## config.mk

```make
export PLATFORM = sky130hd
export DESIGN_NAME = io_bus_arbiter
export DESIGN_NICKNAME = d
export VERILOG_FILES = /design/src/rtl/io_bus_arbiter.sv
export SDC_FILE = /design/constraint.sdc
export NUM_CORES = 1
export LEC_CHECK = 0
export ABC_AREA = 1
export BUFFER_PORTS_ARGS = -buffer_cell sky130_fd_sc_hd__buf_2
export CORE_AREA = 2 2 119 121
export DETAILED_ROUTE_END_ITERATION = 10
export DIE_AREA = 0 0 121 123
export PLACE_DENSITY = 0.83
export SLEW_MARGIN = 20
export SYNTH_ARGS = -nofsm -noshare
export SYNTH_HDL_FRONTEND = slang
export SYNTH_SLANG_ARGS = --single-unit
```

## constraint.sdc

```tcl
create_clock -name clk -period 3.4 [get_ports clk]
set_input_delay 0.17 -clock clk [delete_from_list [all_inputs] [get_ports clk]]
set_output_delay 0.17 -clock clk [all_outputs]
set_load 0.005 [all_outputs]
```

## src/rtl/io_bus_arbiter.sv

```systemverilog
// Two-requester round-robin arbiter for the shared peripheral bus.
// The winning command is latched at grant; every output is registered.
module io_bus_arbiter #(
  parameter int unsigned TIMEOUT = 16
) (
  input  logic        clk,
  input  logic        reset,
  input  logic        m0_req,
  input  logic        m0_write,
  input  logic [31:0] m0_address,
  input  logic [31:0] m0_write_value,
  input  logic [2:0]  m0_data_size,
  output logic        m0_ack,
  output logic [31:0] m0_read_value,
  output logic        m0_error,
  input  logic        m1_req,
  input  logic        m1_write,
  input  logic [31:0] m1_address,
  input  logic [31:0] m1_write_value,
  input  logic [2:0]  m1_data_size,
  output logic        m1_ack,
  output logic [31:0] m1_read_value,
  output logic        m1_error,
  output logic        p_valid,
  output logic        p_write,
  output logic [31:0] p_address,
  output logic [31:0] p_write_value,
  output logic [2:0]  p_data_size,
  input  logic        p_ready,
  input  logic [31:0] p_read_value
);

  localparam int unsigned CW = $clog2(TIMEOUT);
  localparam logic [CW-1:0] CNT_LAST = CW'(TIMEOUT - 1);

  typedef enum logic [1:0] {IDLE, ACCESS, RESP} state_t;

  state_t        state_q, state_d;
  logic          owner_q, owner_d;
  logic          last_q, last_d;
  logic [CW-1:0] cnt_q, cnt_d;
  logic          p_valid_q, p_valid_d;
  logic          p_write_q, p_write_d;
  logic [31:0]   p_addr_q, p_addr_d;
  logic [31:0]   p_wdata_q, p_wdata_d;
  logic [2:0]    p_size_q, p_size_d;
  logic          m0_ack_q, m0_ack_d, m1_ack_q, m1_ack_d;
  logic [31:0]   m0_rd_q, m0_rd_d, m1_rd_q, m1_rd_d;
  logic          m0_err_q, m0_err_d, m1_err_q, m1_err_d;

  logic          grant;
  logic          finish;
  logic [31:0]   cap_val;
  logic          cap_err;

  always_comb begin
    state_d   = state_q;
    owner_d   = owner_q;
    last_d    = last_q;
    cnt_d     = cnt_q;
    p_valid_d = p_valid_q;
    p_write_d = p_write_q;
    p_addr_d  = p_addr_q;
    p_wdata_d = p_wdata_q;
    p_size_d  = p_size_q;
    m0_ack_d  = 1'b0;
    m1_ack_d  = 1'b0;
    m0_rd_d   = m0_rd_q;
    m1_rd_d   = m1_rd_q;
    m0_err_d  = m0_err_q;
    m1_err_d  = m1_err_q;
    grant     = 1'b0;
    finish    = 1'b0;
    cap_val   = '0;
    cap_err   = 1'b0;

    case (state_q)
      IDLE: begin
        if (m0_req || m1_req) begin
          // On a tie the requester that did not win last time goes next.
          grant     = (m0_req && m1_req) ? ~last_q : m1_req;
          owner_d   = grant;
          last_d    = grant;
          cnt_d     = '0;
          p_valid_d = 1'b1;
          p_write_d = grant ? m1_write       : m0_write;
          p_addr_d  = grant ? m1_address     : m0_address;
          p_wdata_d = grant ? m1_write_value : m0_write_value;
          p_size_d  = grant ? m1_data_size   : m0_data_size;
          state_d   = ACCESS;
        end
      end
      ACCESS: begin
        if (p_ready) begin
          finish  = 1'b1;
          cap_val = p_write_q ? '0 : p_read_value;
        end else if (cnt_q == CNT_LAST) begin
          finish  = 1'b1;
          cap_err = 1'b1;
        end else begin
          cnt_d = cnt_q + CW'(1);
        end
        if (finish) begin
          p_valid_d = 1'b0;
          state_d   = RESP;
          if (owner_q) begin
            m1_ack_d = 1'b1;
            m1_rd_d  = cap_val;
            m1_err_d = cap_err;
          end else begin
            m0_ack_d = 1'b1;
            m0_rd_d  = cap_val;
            m0_err_d = cap_err;
          end
        end
      end
      RESP: state_d = IDLE;
      default: state_d = IDLE;
    endcase
  end

  always_ff @(posedge clk) begin
    if (reset) begin
      state_q   <= IDLE;
      owner_q   <= 1'b0;
      last_q    <= 1'b1;
      cnt_q     <= '0;
      p_valid_q <= 1'b0;
      p_write_q <= 1'b0;
      p_addr_q  <= '0;
      p_wdata_q <= '0;
      p_size_q  <= '0;
      m0_ack_q  <= 1'b0;
      m1_ack_q  <= 1'b0;
      m0_rd_q   <= '0;
      m1_rd_q   <= '0;
      m0_err_q  <= 1'b0;
      m1_err_q  <= 1'b0;
    end else begin
      state_q   <= state_d;
      owner_q   <= owner_d;
      last_q    <= last_d;
      cnt_q     <= cnt_d;
      p_valid_q <= p_valid_d;
      p_write_q <= p_write_d;
      p_addr_q  <= p_addr_d;
      p_wdata_q <= p_wdata_d;
      p_size_q  <= p_size_d;
      m0_ack_q  <= m0_ack_d;
      m1_ack_q  <= m1_ack_d;
      m0_rd_q   <= m0_rd_d;
      m1_rd_q   <= m1_rd_d;
      m0_err_q  <= m0_err_d;
      m1_err_q  <= m1_err_d;
    end
  end

  assign m0_ack        = m0_ack_q;
  assign m0_read_value = m0_rd_q;
  assign m0_error      = m0_err_q;
  assign m1_ack        = m1_ack_q;
  assign m1_read_value = m1_rd_q;
  assign m1_error      = m1_err_q;
  assign p_valid       = p_valid_q;
  assign p_write       = p_write_q;
  assign p_address     = p_addr_q;
  assign p_write_value = p_wdata_q;
  assign p_data_size   = p_size_q;

endmodule

```

* Word level (Yosys, flattened, before mapping)
Cells that the tools add are included.
** Cells by class
- $lt $le $gt $ge :: 0
- Bitwise operators :: 4
- Div/mod/pow operators :: 0
- Multiply operators :: 0
- Shifts and indexed selects :: 0
- Add/sub/neg operators :: 1
- Eq/ne operators :: 6
- Reduce and logical (&&, ||, !) cells :: 11
- Mux-type cells :: 23
** Operators with widths (number)
- $mux 32 :: 4
- $mux 4 :: 3
- $mux 1 :: 10
- $reduce_and 3->1 :: 3
- $ne 2x2->1 const B :: 4
- $pmux 4 s2 :: 1
- $add 4x1->4 const B :: 1
- $eq 4x4->1 const B :: 1
- $mux 2 :: 2
- $not 1->1 :: 4
- $pmux 2 s2 :: 1
- $reduce_and 2->1 :: 2
- $reduce_and 4->1 :: 1
- $mux 3 :: 1
- $reduce_or 3->1 :: 1
- $eq 2x1->1 const B :: 1
- $logic_not 2->1 :: 1
- $pmux 1 s2 :: 1
- $reduce_bool 2->1 :: 1
- $logic_and 1x1->1 :: 1
- $logic_or 1x1->1 :: 1
** Storage, ports and cells
- Memories kept :: 0
- Bits in latches :: 0
- Bits in registers :: 145
- ROM bits :: 0
- Input port bits :: 173
- RAM bits :: 0
- Output and inout bits :: 137
- Logic and storage cells :: 60

* Depth between registers and ports, before layout
Gate-level depths: netlist (run 1).
- Depth after elaboration :: 6
- Depth in mapped cells :: 9
- Depth with buffers taken out :: 7

* Least setup slack after synthesis (run 1)
No wires, ideal clock.
- Path kind :: register -> register
- Start :: register cnt_q[0]
- End :: register m1_rd_q[10], in the netlist m1_read_value[10]
- Library setup time :: 0.113 ns
- Cell stages (with the launch flop) :: 8
- Required time :: 3.287 ns
- Arrival :: 1.179 ns
- Clock period less this slack :: 1.292 ns
- Path buffers :: 1
- Path slack :: 2.108 ns
- Path through :: dfxtp_1 ha_1 nand3_2 nand2_2 nand3_2 buf_2 nor2_1 nor2_1
** Between the ends
- Cells in the longest elaborated chain, start to end :: 5
** Ends and longest elaborated chain
- start: declaration :: RTL line 41 : logic [CW-1:0] cnt_q, cnt_d;
- start signal: assignment :: RTL line 143 : cnt_q <= cnt_d;
- $eq 4x4->1 :: RTL line 97 : end else if (cnt_q == CNT_LAST) begin
- $mux 1 :: RTL line 97
- $mux 1 :: RTL line 94 : if (p_ready) begin
- $mux 1 :: RTL line 77 : case (state_q)
- $reduce_and 3->1 (no line)
- end signal: assignment :: RTL line 152 : m1_rd_q <= m1_rd_d;
- end: declaration :: RTL line 48 : logic [31:0] m0_rd_q, m0_rd_d, m1_rd_q, m1_rd_d;
No other way between the ends. The select of a mux whose other input is x is not followed.
A chain may end at the register's enable or synchronous reset.

* Final worst setup path (run 1)
- Start :: register cnt_q[0]
- End :: register m1_rd_q[11], in the netlist m1_read_value[11]
Same word-level chain as after synthesis.

==> out/summary.txt, run 1 <==
Status - finished clean
Avg Synthesized Cell Area - 6.25 um^2
Die Ht - 123 um
Asr flop ratio synth - 0%
PwrDens - 502 nW/um^2
Compound-Gate Fraction of Synth Area - 5.57%
Flop2flop setup slack - 1.12 ns
Crit share post-route - 67.0%
Setup_tns - 0 ns
H-Tree Depth - 4
Met3 wire length - 1.43 mm
DIE AREA - 14900 um^2
Critical Path Source - cnt_q[0]
Worst stage delay on the critical path - 0.43 ns
RSZ-0062 raised after global routing - false
Worst path required time - 3.74 ns
Simple-gate share of the synthesized area - 39.4%
Crit path DAT - 2.62 ns
Placed instance area - 8290 um^2
Initial Utilization - 50.0%
Mapped Area - 6810 um^2
Reg2reg start - cnt_q[0]
Routed WL - 19.2 mm
# IOs - 310
First-pass DRT Iterations - 5
Worst vdd ir - 0.332 mV
Crit. End Element - flop
Peak Freq - 439 MHz
Largest cells by area after synthesis - dfxtp_1 43%, nand2_1 27%, nor2_1 6.4%
Final instance area - 8860 um^2
Crit Path Category - reg -> reg
Worst slew pin tran - 1.04 ns
Area Overhead vs Synth - 30.2%
All-Layer GR Usage - 25.6%
Largest family of logic cells by synthesized area - simple AND/OR/NAND/NOR gates
Hold Path Class - in -> reg
Clock skew - 0.00617 ns
HP Start - m1_write_value[6]
Horiz. Die Dim - 121 um
Cts hold-fix bufs - 0
XOR/XNOR Fraction of Synth Area - 0%
Sequential share of the synthesized area - 42.7%
Yosys cell types - 21
Vias - 7415
TritonCTS buffer count - 17
Final min period - 2.28 ns
Buf/Inv on CP - 1
Post-route ant nets - 0
Routed vias/inst - 4.79
NumNets Final - 1530
# setup viols final - 0
Ant. Diodes - 0
Fraction of the mapped netlist area in adder cells - 0.184%
Post-DP HPWL - 13.8 mm
Crit path cell chain - ha_1, nand3_2, nand2_2, nand3_2, buf_4, nand2_1, nand2_1, nor2_1
Row Count - 43
Startpoint Class - flop
WL/cell - 12.4 um
Met1 WL - 7.73 mm
Post-synth EDFFs - 0
Initial DRC Count - 768
Number of max-cap violations - 0
CTS tree - built
Rel. slew slack - 30.5%
Mux cell area share after synthesis - 0%
Clock-pin slew on the worst setup and hold paths - 0.06 ns
Gp weighted congestion - 0.885
Clock sink count - 145
Port bufs - 309
Top-area cell type share of the netlist area - 42.7%
Post-CTS Setup Inserts - 0
Total grt overflow - 0
Clk buf depth - 2
Slowest-stage cell, CP - nand2_2
Routed wl met2 - 9.09 mm
PostCTS Resize Cnt - 0
Residual DRC - 0
Share of cells above drive strength 1 - 26.8%
Crit-path max FO - 40
Mapped Cells - 1089
Cell accounting for the most synthesized area - dfxtp_1
Clock insertion delay at the later pin of the skew report - 0.41 ns
Largest net degree at the start of global routing - 78
Core footprint - 13600 um^2
CTS root buf - clkbuf_16
Yosys warns - 0
Vias in the first global route - 6721
Final hold vios - 0
Synth Net Count - 1263
CP delay by family, top - simple AND/OR/NAND/NOR gates
Antenna violations before repair - 0
Fin. max-slew vios - 0
Top Layer Used - met4
Primary FF master, synth - dfxtp_1
First-pass GRT wire length - 30.4 mm
Leakage - 0.00512 uW
#FFs+latches synth - 145
-- worst register-to-register path, cell delays in order, from the launching register on --
cell and delay [ns]:
dfxtp_1 0.40, ha_1 0.22, nand3_2 0.11, nand2_2 0.43, nand3_2 0.38, buf_4 0.38
nand2_1 0.11, nand2_1 0.05, nor2_1 0.13
-- sequential cells by signal (all words and copies together) (netlist names) --
register and flops:
m0_ack 1, m1_ack 1, p_address 32, m1_read_value 32
last_q 1, state_q 2, cnt_q 4, owner_q 1
m1_error 1, p_data_size 3, p_valid 1, p_write_value 32
p_write 1, m0_error 1, m0_read_value 32
-- stage by stage --
step                      std cells  hold slack, ns  utilization (%)  setup WS, ns  total power, uW
after floorplan                1089           0.394                -          2.11             2380
after global placement         1517           0.448             60.9          1.20             2660
after detailed placement       1517           0.452             60.9          1.13             2680
after CTS                      1547          0.0735             65.1          1.15             4480
after global routing           1547          0.0923             65.1         0.874             4680
final                          1547          0.0870             65.1          1.12             4450
-- cells in the mapped netlist, types with 2 or more instances --
master and count:
buf_1 8, nor2_1 116, clkbuf_1 14, nand2_1 488, nand3_2 3, a21oi_1 74, buf_2 32, nand3_1 31
nand4_1 32, inv_1 107, clkinv_1 2, buf_4 14, dfxtp_1 145, inv_2 16
-- report_power, final --
part	internal, uW	switching (uW)
clock network	1150	661
logic	301	464
registers	1820	60.7
total	3270	1190
-- cell usage in the layout (no fill, tap or decap) --
master      count
buf_2         309
inv_1         107
clkinv_2        3
a21oi_1        74
nor3_1          1
nand3b_1        1
o21ai_4         1
bufinv_16       2
clkbuf_1        4
nand3_2         3
ha_1            1
nor2_1        116
nand2_2         2
clkbuf_8        4
clkinv_1        2
dfxtp_1       145
nand3_1        31
nand2_1       487
inv_2          15
clkinvlp_4      1
clkbuf_16      17
nand4_1        32
buf_4           8
nor2_4          1
-- worst paths after layout --
path                                     endpoint  cells past startpoint
worst max-delay path            m1_read_value[11]                      8
worst min-delay path             p_write_value[6]                      5
worst max register to register  m1_read_value[11]                      8
worst min register to register     p_data_size[2]                      2
-- cells by family (layout without fill, tap and decap cells) --
logic type,Yosys count,count (layout)
AND/OR/NAND/NOR,674,674
AO/OA/AOI/OAI,75,75
adder cells (fa/ha/maj),1,1
flip-flops,145,145
buffers and inverters,194,472
-- layer usage --
layer	global-route usage (%)	vias up
met2	42.9	303
met4	14.6	0
met3	6.18	67
met5	0	-
met1	29.9	3232
li1	-	3813
-- area by class of cell --
class,instances,area [um^2]
clock buffers,25,495
clock inverters,5,77.6
fillers,1279,4750
inverters,125,470
multi-input cells,750,3080
flip-flops and latches,145,2900
well taps,180,225
repair buffers,317,1610
Power figures use the tool's default switching activity.
==> run 2, diff against run 1 <==
Settings changed: ABC_AREA 1 to 0, CORE_AREA 2 2 119 121 to 2 2 120 122, DIE_AREA 0 0 121 123 to 0 0 122 124, PLACE_DENSITY 0.83 to 0.72.
Clock period 3.4 ns to 2.35 ns, I/O delays scaled along.
==> run 2 against run 1 <==
Wire length is 12% lower; cell area fell by 6.5%; final cell count shrank 33%; setup slack lost 0.49 ns; first-iteration DRC count is 67% lower; critical path type unchanged; critical endpoint is now p_address[6]; largest cell class is now sequential cells.
==> out/summary.txt, run 2 <==
Status - finished clean
Clock insertion delay at the later pin of the skew report - 0.42 ns
# IOs - 310
Total grt overflow - 0
Die Ht - 124 um
Worst slew pin tran - 0.704 ns
Routed vias/inst - 5.25
Number of max-cap violations - 0
PwrDens - 789 nW/um^2
HP Start - m0_write_value[10]
Mapped Area - 5630 um^2
Ant. Diodes - 0
CTS root buf - clkbuf_16
R2R cell count - 4
Mapped Cells - 520
Post-route ant nets - 0
Critical Path End - p_address[6]
Hold Path Class - in -> reg
Crit. End Element - flop
Synth Net Count - 694
Crit-path max FO - 53
Reg2reg start - state_q[1]
Residual DRC - 0
First-pass GRT wire length - 25.6 mm
Post-DP HPWL - 11.4 mm
Setup_tns - 0 ns
Clock-pin slew on the worst setup and hold paths - 0.06 ns
Initial DRC Count - 254
Fin. max-slew vios - 0
Worst vdd ir - 0.425 mV
Comb power frac - 15.6%
RSZ-0062 raised after global routing - false
Worst path required time - 2.61 ns
Top-area cell type share of the netlist area - 51.5%
#FFs+latches synth - 145
Yosys cell types - 39
Post-synth EDFFs - 0
Net load switching power - 1690 uW
Clk pwr share - 42.7%
Share of cells above drive strength 1 - 43.0%
Antenna violations before repair - 0
Switching Fraction - 25.8%
Initial Utilization - 41.1%
Core footprint - 13700 um^2
Crit Path Category - reg -> reg
CTS tree - built
Internal power - 4850 uW
NumNets Final - 1019
Commonest non-fill, non-tap cell in the layout - buf_2
Top-count cell post-synth - dfxtp_1
Area Overhead vs Synth - 47.1%
DIE AREA - 15100 um^2
Horiz. Die Dim - 122 um
Cell accounting for the most synthesized area - dfxtp_1
Primary FF master, synth - dfxtp_1
Crit path DAT - 1.97 ns
H-Tree Depth - 4
Port bufs - 309
Core Util, Final - 60.4%
Flop2flop setup slack - 0.63 ns
WL/cell - 16.2 um
Clock sink count - 145
Row Count - 43
Yosys warns - 0
Clk buf depth - 2
Rel. slew slack - 53.1%
Critical Path Source - state_q[1]
Peak Freq - 582 MHz
TritonCTS buffer count - 17
Post-Place Cells - 973
Vias in the first global route - 5175
Flip-flop and latch area - 2900 um^2
Non-Filler Instances - 1038
Final min period - 1.72 ns
Startpoint Class - flop
Vias - 5448
Worst reg2reg path endpoint - p_address[6]
Fraction of power consumed by sequential logic - 41.7%
Most frequent cells in the layout - 309 x buf_2, 145 x dfxtp_1, 75 x a21oi_1
Routed WL - 16.8 mm
Crit share post-route - 73.1%
Multi-input gate area - 2490 um^2
# setup viols final - 0
Largest cells by area after synthesis - dfxtp_1 52%, mux2i_1 12%, a22o_1 10%
Largest net degree at the start of global routing - 71
Leakage - 0.00391 uW
Total power - 6540 uW
First-pass DRT Iterations - 5
All-Layer GR Usage - 21.6%
Fill count - 1183
Avg Synthesized Cell Area - 10.8 um^2
Sequential share of the synthesized area - 51.5%
Post-synth top cells - 145 x dfxtp_1, 76 x a21oi_1, 69 x a211oi_1
Asr flop ratio synth - 0%
Clock skew - 0.0100 ns
Final hold vios - 0
Gp weighted congestion - 0.784
Min Hold Slack - 0.0354 ns
-- run 2: changes by cell type in the layout (fill, tap and decap cells not counted), moves of 7 or more --
cell,delta
nand2_1,-484
nor2_1,-115
inv_1,-107
a211oi_1,+69
mux2i_1,+68
a22o_1,+64
dlygate4sd3_1,+33
nand4_1,-31
nand3_1,-27
inv_2,-15
buf_4,+7
-- run 2: what timing repair did --
action,4_1_cts,5_1_grt
endpoints found under the hold margin,66,0
hold buffers,33,0
resized for setup,0,0
setup endpoints to repair,0,0
buffers inserted,0,0
-- run 2: worst min-delay path by stage --
stage | cells after the start | to | slack [ns]
floorplan | 1 | m0_error | 0.21
global placement | 2 | m1_read_value[7] | 0.35
detailed placement | 2 | m0_read_value[27] | 0.35
CTS | 3 | p_write_value[10] | 0.02
global route | 3 | p_write_value[13] | 0.03
finish | 3 | p_write_value[10] | 0.04
-- run 2: critical path, cell delays in order, from the launching register on --
cell and delay (ns):
dfxtp_1 0.38, or2_1 0.35, nor2_4 0.14, buf_4 0.48
a211oi_1 0.17
-- run 2: power by group through the flow --
| stage | Sequential, uW | Clock [uW] | Combinational, uW |
|---|---|---|---|
| after global placement | 2770 | 0 | 972 |
| final | 2730 | 2790 | 1020 |
| after detailed placement | 2780 | 0 | 979 |
| after floorplan | 2790 | 0 | 502 |
| after global routing | 2750 | 2960 | 1120 |
| after CTS | 2730 | 2840 | 1020 |
-- run 2: logic make-up after synthesis --
kind of cell	Yosys count	share of synthesized area [%]
DFF	145	51.5
AOI/OAI and AO/OA	222	27.5
adders and majority gates	1	0.222
muxes	68	12.1
buffers and inverters	54	4.86
and+or+nand+nor	30	3.78
-- run 2: layout make-up --
type                    instances  share of cell area [%]
clock buffers                  18                    5.30
clock inverters                14                    2.16
multi-input cells             321                    30.1
flip-flops and latches        145                    35.0
well taps                     180                    2.72
repair buffers                360                    24.7
-- run 2: routing by layer --
metal	global-route usage, %	vias to the layer above	share of wire (%)
li1	-	2653	-
met1	25.9	2502	42
met2	37.2	262	49
met3	5.63	31	6.9
met4	8.19	0	2.1
met5	0	-	0
-- run 2: stage by stage --
stage / area (um^2) / setup WS, ns
floorplan: 5630 / 0.775
global placement: 7340 / 0.698
detailed placement: 7340 / 0.657
CTS: 8290 / 0.640
global route: 8290 / 0.531
finish: 8290 / 0.633
==> run 3, diff against run 2 <==
Settings changed: ABC_AREA 0 to 1, CORE_AREA 2 2 120 122 to default, CORE_UTILIZATION from default to 43, DIE_AREA 0 0 122 124 to default, PLACE_DENSITY 0.72 to 0.75.
Clock period 2.35 ns to 1.4 ns, I/O delays scaled along.
==> run 3 against run 2 <==
Clock skew is 0.00082 ns lower; worst hold slack worse by 0.019 ns; flip-flop and latch count stayed put; first-iteration DRC count is 94% higher; cell area is 25% higher; global-route usage is 6.1 points higher; the flow now finishes with violations (negative setup slack); total power is 82% higher; fmax is 18% higher.
==> out/summary.txt, run 3 (same netlist as run 1, synthesis figures left out) <==
Share of cells above drive strength 1 - 28.3%
Crit-path max FO - 12
First-pass GRT wire length - 35.9 mm
WL/cell - 14.0 um
HP Start - m1_address[3]
R2R cell count - 7
Fin. max-slew vios - 0
Number of max-cap violations - 0
Final WS setup - -0.0588 ns
Status - finished with violations
Horiz. Die Dim - 128 um
CTS tree - built
Total grt overflow - 0
First-pass DRT Iterations - 5
Post-route ant nets - 0
Setup_tns - -0.249 ns
Reg2reg start - cnt_q[1]
Leakage - 0.00577 uW
Final hold vios - 0
# IOs - 310
GRT met1 Usage - 31.5%
TritonCTS buffer count - 17
Met3 usage - 6.59%
Worst slew pin tran - 0.330 ns
Clock insertion delay at the later pin of the skew report - 0.41 ns
Failing checks - negative setup slack
Worst vdd ir - 0.738 mV
Largest net degree at the start of global routing - 72
Row Count - 45
NumNets Final - 1643
Crit share post-route - 104%
Worst path required time - 1.70 ns
Core Util, Final - 67.8%
Clk pwr share - 41.4%
Switching Fraction - 26.7%
Clk buf depth - 2
Internal power - 8700 uW
Gp weighted congestion - 0.845
Post-DP HPWL - 14.0 mm
Commonest non-fill, non-tap cell in the layout - nand2_1
Vias in the first global route - 7722
Die Ht - 128 um
Initial DRC Count - 492
PwrDens - 1140 nW/um^2
Port bufs - 309
Pre-CTS setup slack - -0.00207 ns
Routed vias/inst - 4.89
Comb power frac - 20.1%
Fill count - 1292
All-Layer GR Usage - 27.7%
GR Util met2 - 45.9%
Clock-pin slew on the worst setup and hold paths - 0.06 ns
Area Overhead vs Synth - 52.7%
Final min period - 1.46 ns
Net load switching power - 3170 uW
H-Tree Depth - 4
Routed WL - 23.7 mm
Vias - 8281
Fraction of power consumed by sequential logic - 38.5%
Core footprint - 15300 um^2
DIE AREA - 16300 um^2
RSZ-0062 raised after global routing - true
Clock sink count - 145
# setup viols final - 18
Rel. slew slack - 78.0%
Startpoint Class - flop
Crit. End Element - flop
Most frequent cells in the layout - 476 x nand2_1, 309 x buf_2, 142 x dfxtp_1
Initial Utilization - 44.4%
Crit path DAT - 1.76 ns
GRT Max-Usage Layer - met2
Crit Path Category - reg -> reg
Clock skew - 0.00920 ns
Residual DRC - 0
Peak Freq - 686 MHz
Critical Path Source - cnt_q[1]
Antenna violations before repair - 1
CTS root buf - clkbuf_16
Hold Path Class - in -> reg
Hold Crit Depth - 5
[run 3: area by class of cell]
class | instances | area, um^2 | area share (%)
well taps | 211 | 264 | 2.54
clock inverters | 9 | 151 | 1.46
flip-flops and latches | 145 | 2910 | 28.0
multi-input cells | 750 | 3180 | 30.6
clock buffers | 23 | 498 | 4.79
diodes | 1 | 2.50 | 0.0241
inverters | 125 | 472 | 4.54
repair buffers | 430 | 2910 | 28.0
[run 3: routing by layer]
| metal | share of wire, % | up-vias | wire [um] |
|---|---|---|---|
| li1 | - | 4046 | - |
| met1 | 40 | 3677 | 9420 |
| met2 | 47 | 460 | 11100 |
| met3 | 7.8 | 98 | 1860 |
| met4 | 5.7 | 0 | 1350 |
| met5 | 0 | - | 0 |
[run 3: stage by stage]
stage	power, uW	cells	hold slack [ns]	instance area, um^2
after floorplan	5790	1089	0.294	6810
after global placement	6610	1565	0.398	8590
after detailed placement	6630	1565	0.397	8590
after CTS	11700	1682	0.000579	10100
after global routing	12400	1694	0.0159	10400
final	11900	1694	0.0166	10400
[run 3: power groups by stage]
stage	registers (uW)	logic [uW]	clock network [uW]
after global placement	4630	1970	0
after CTS	4560	2190	5000
after floorplan	4660	1130	0
after global routing	4600	2630	5160
final	4560	2390	4920
after detailed placement	4640	1990	0
[run 3: what timing repair did]
action                                  4_1_cts  5_1_grt
hold buffers                                 85        0
buffers inserted                              0        3
pin swaps                                     0       15
cloned                                        0        8
gates resized for setup                       3       31
endpoints found under the hold margin        55        0
endpoints found under the setup margin       21       97
[run 3: path summary, 6_finish.rpt]
check / end / slack (ns)
hold reg to reg: p_address[25] / 0.46
setup reg to reg: m0_read_value[13] / -0.06
setup / recovery: m0_read_value[13] / -0.06
hold / removal: p_address[3] / 0.02
[run 3: critical path, cell delays in order, from the launching register on]
cell,delay (ns)
dfxtp_4,0.37
ha_4,0.15
nand3_4,0.09
nand2_4,0.13
nand3_4,0.19
buf_6,0.23
nor2_1,0.12
nor2_1,0.06
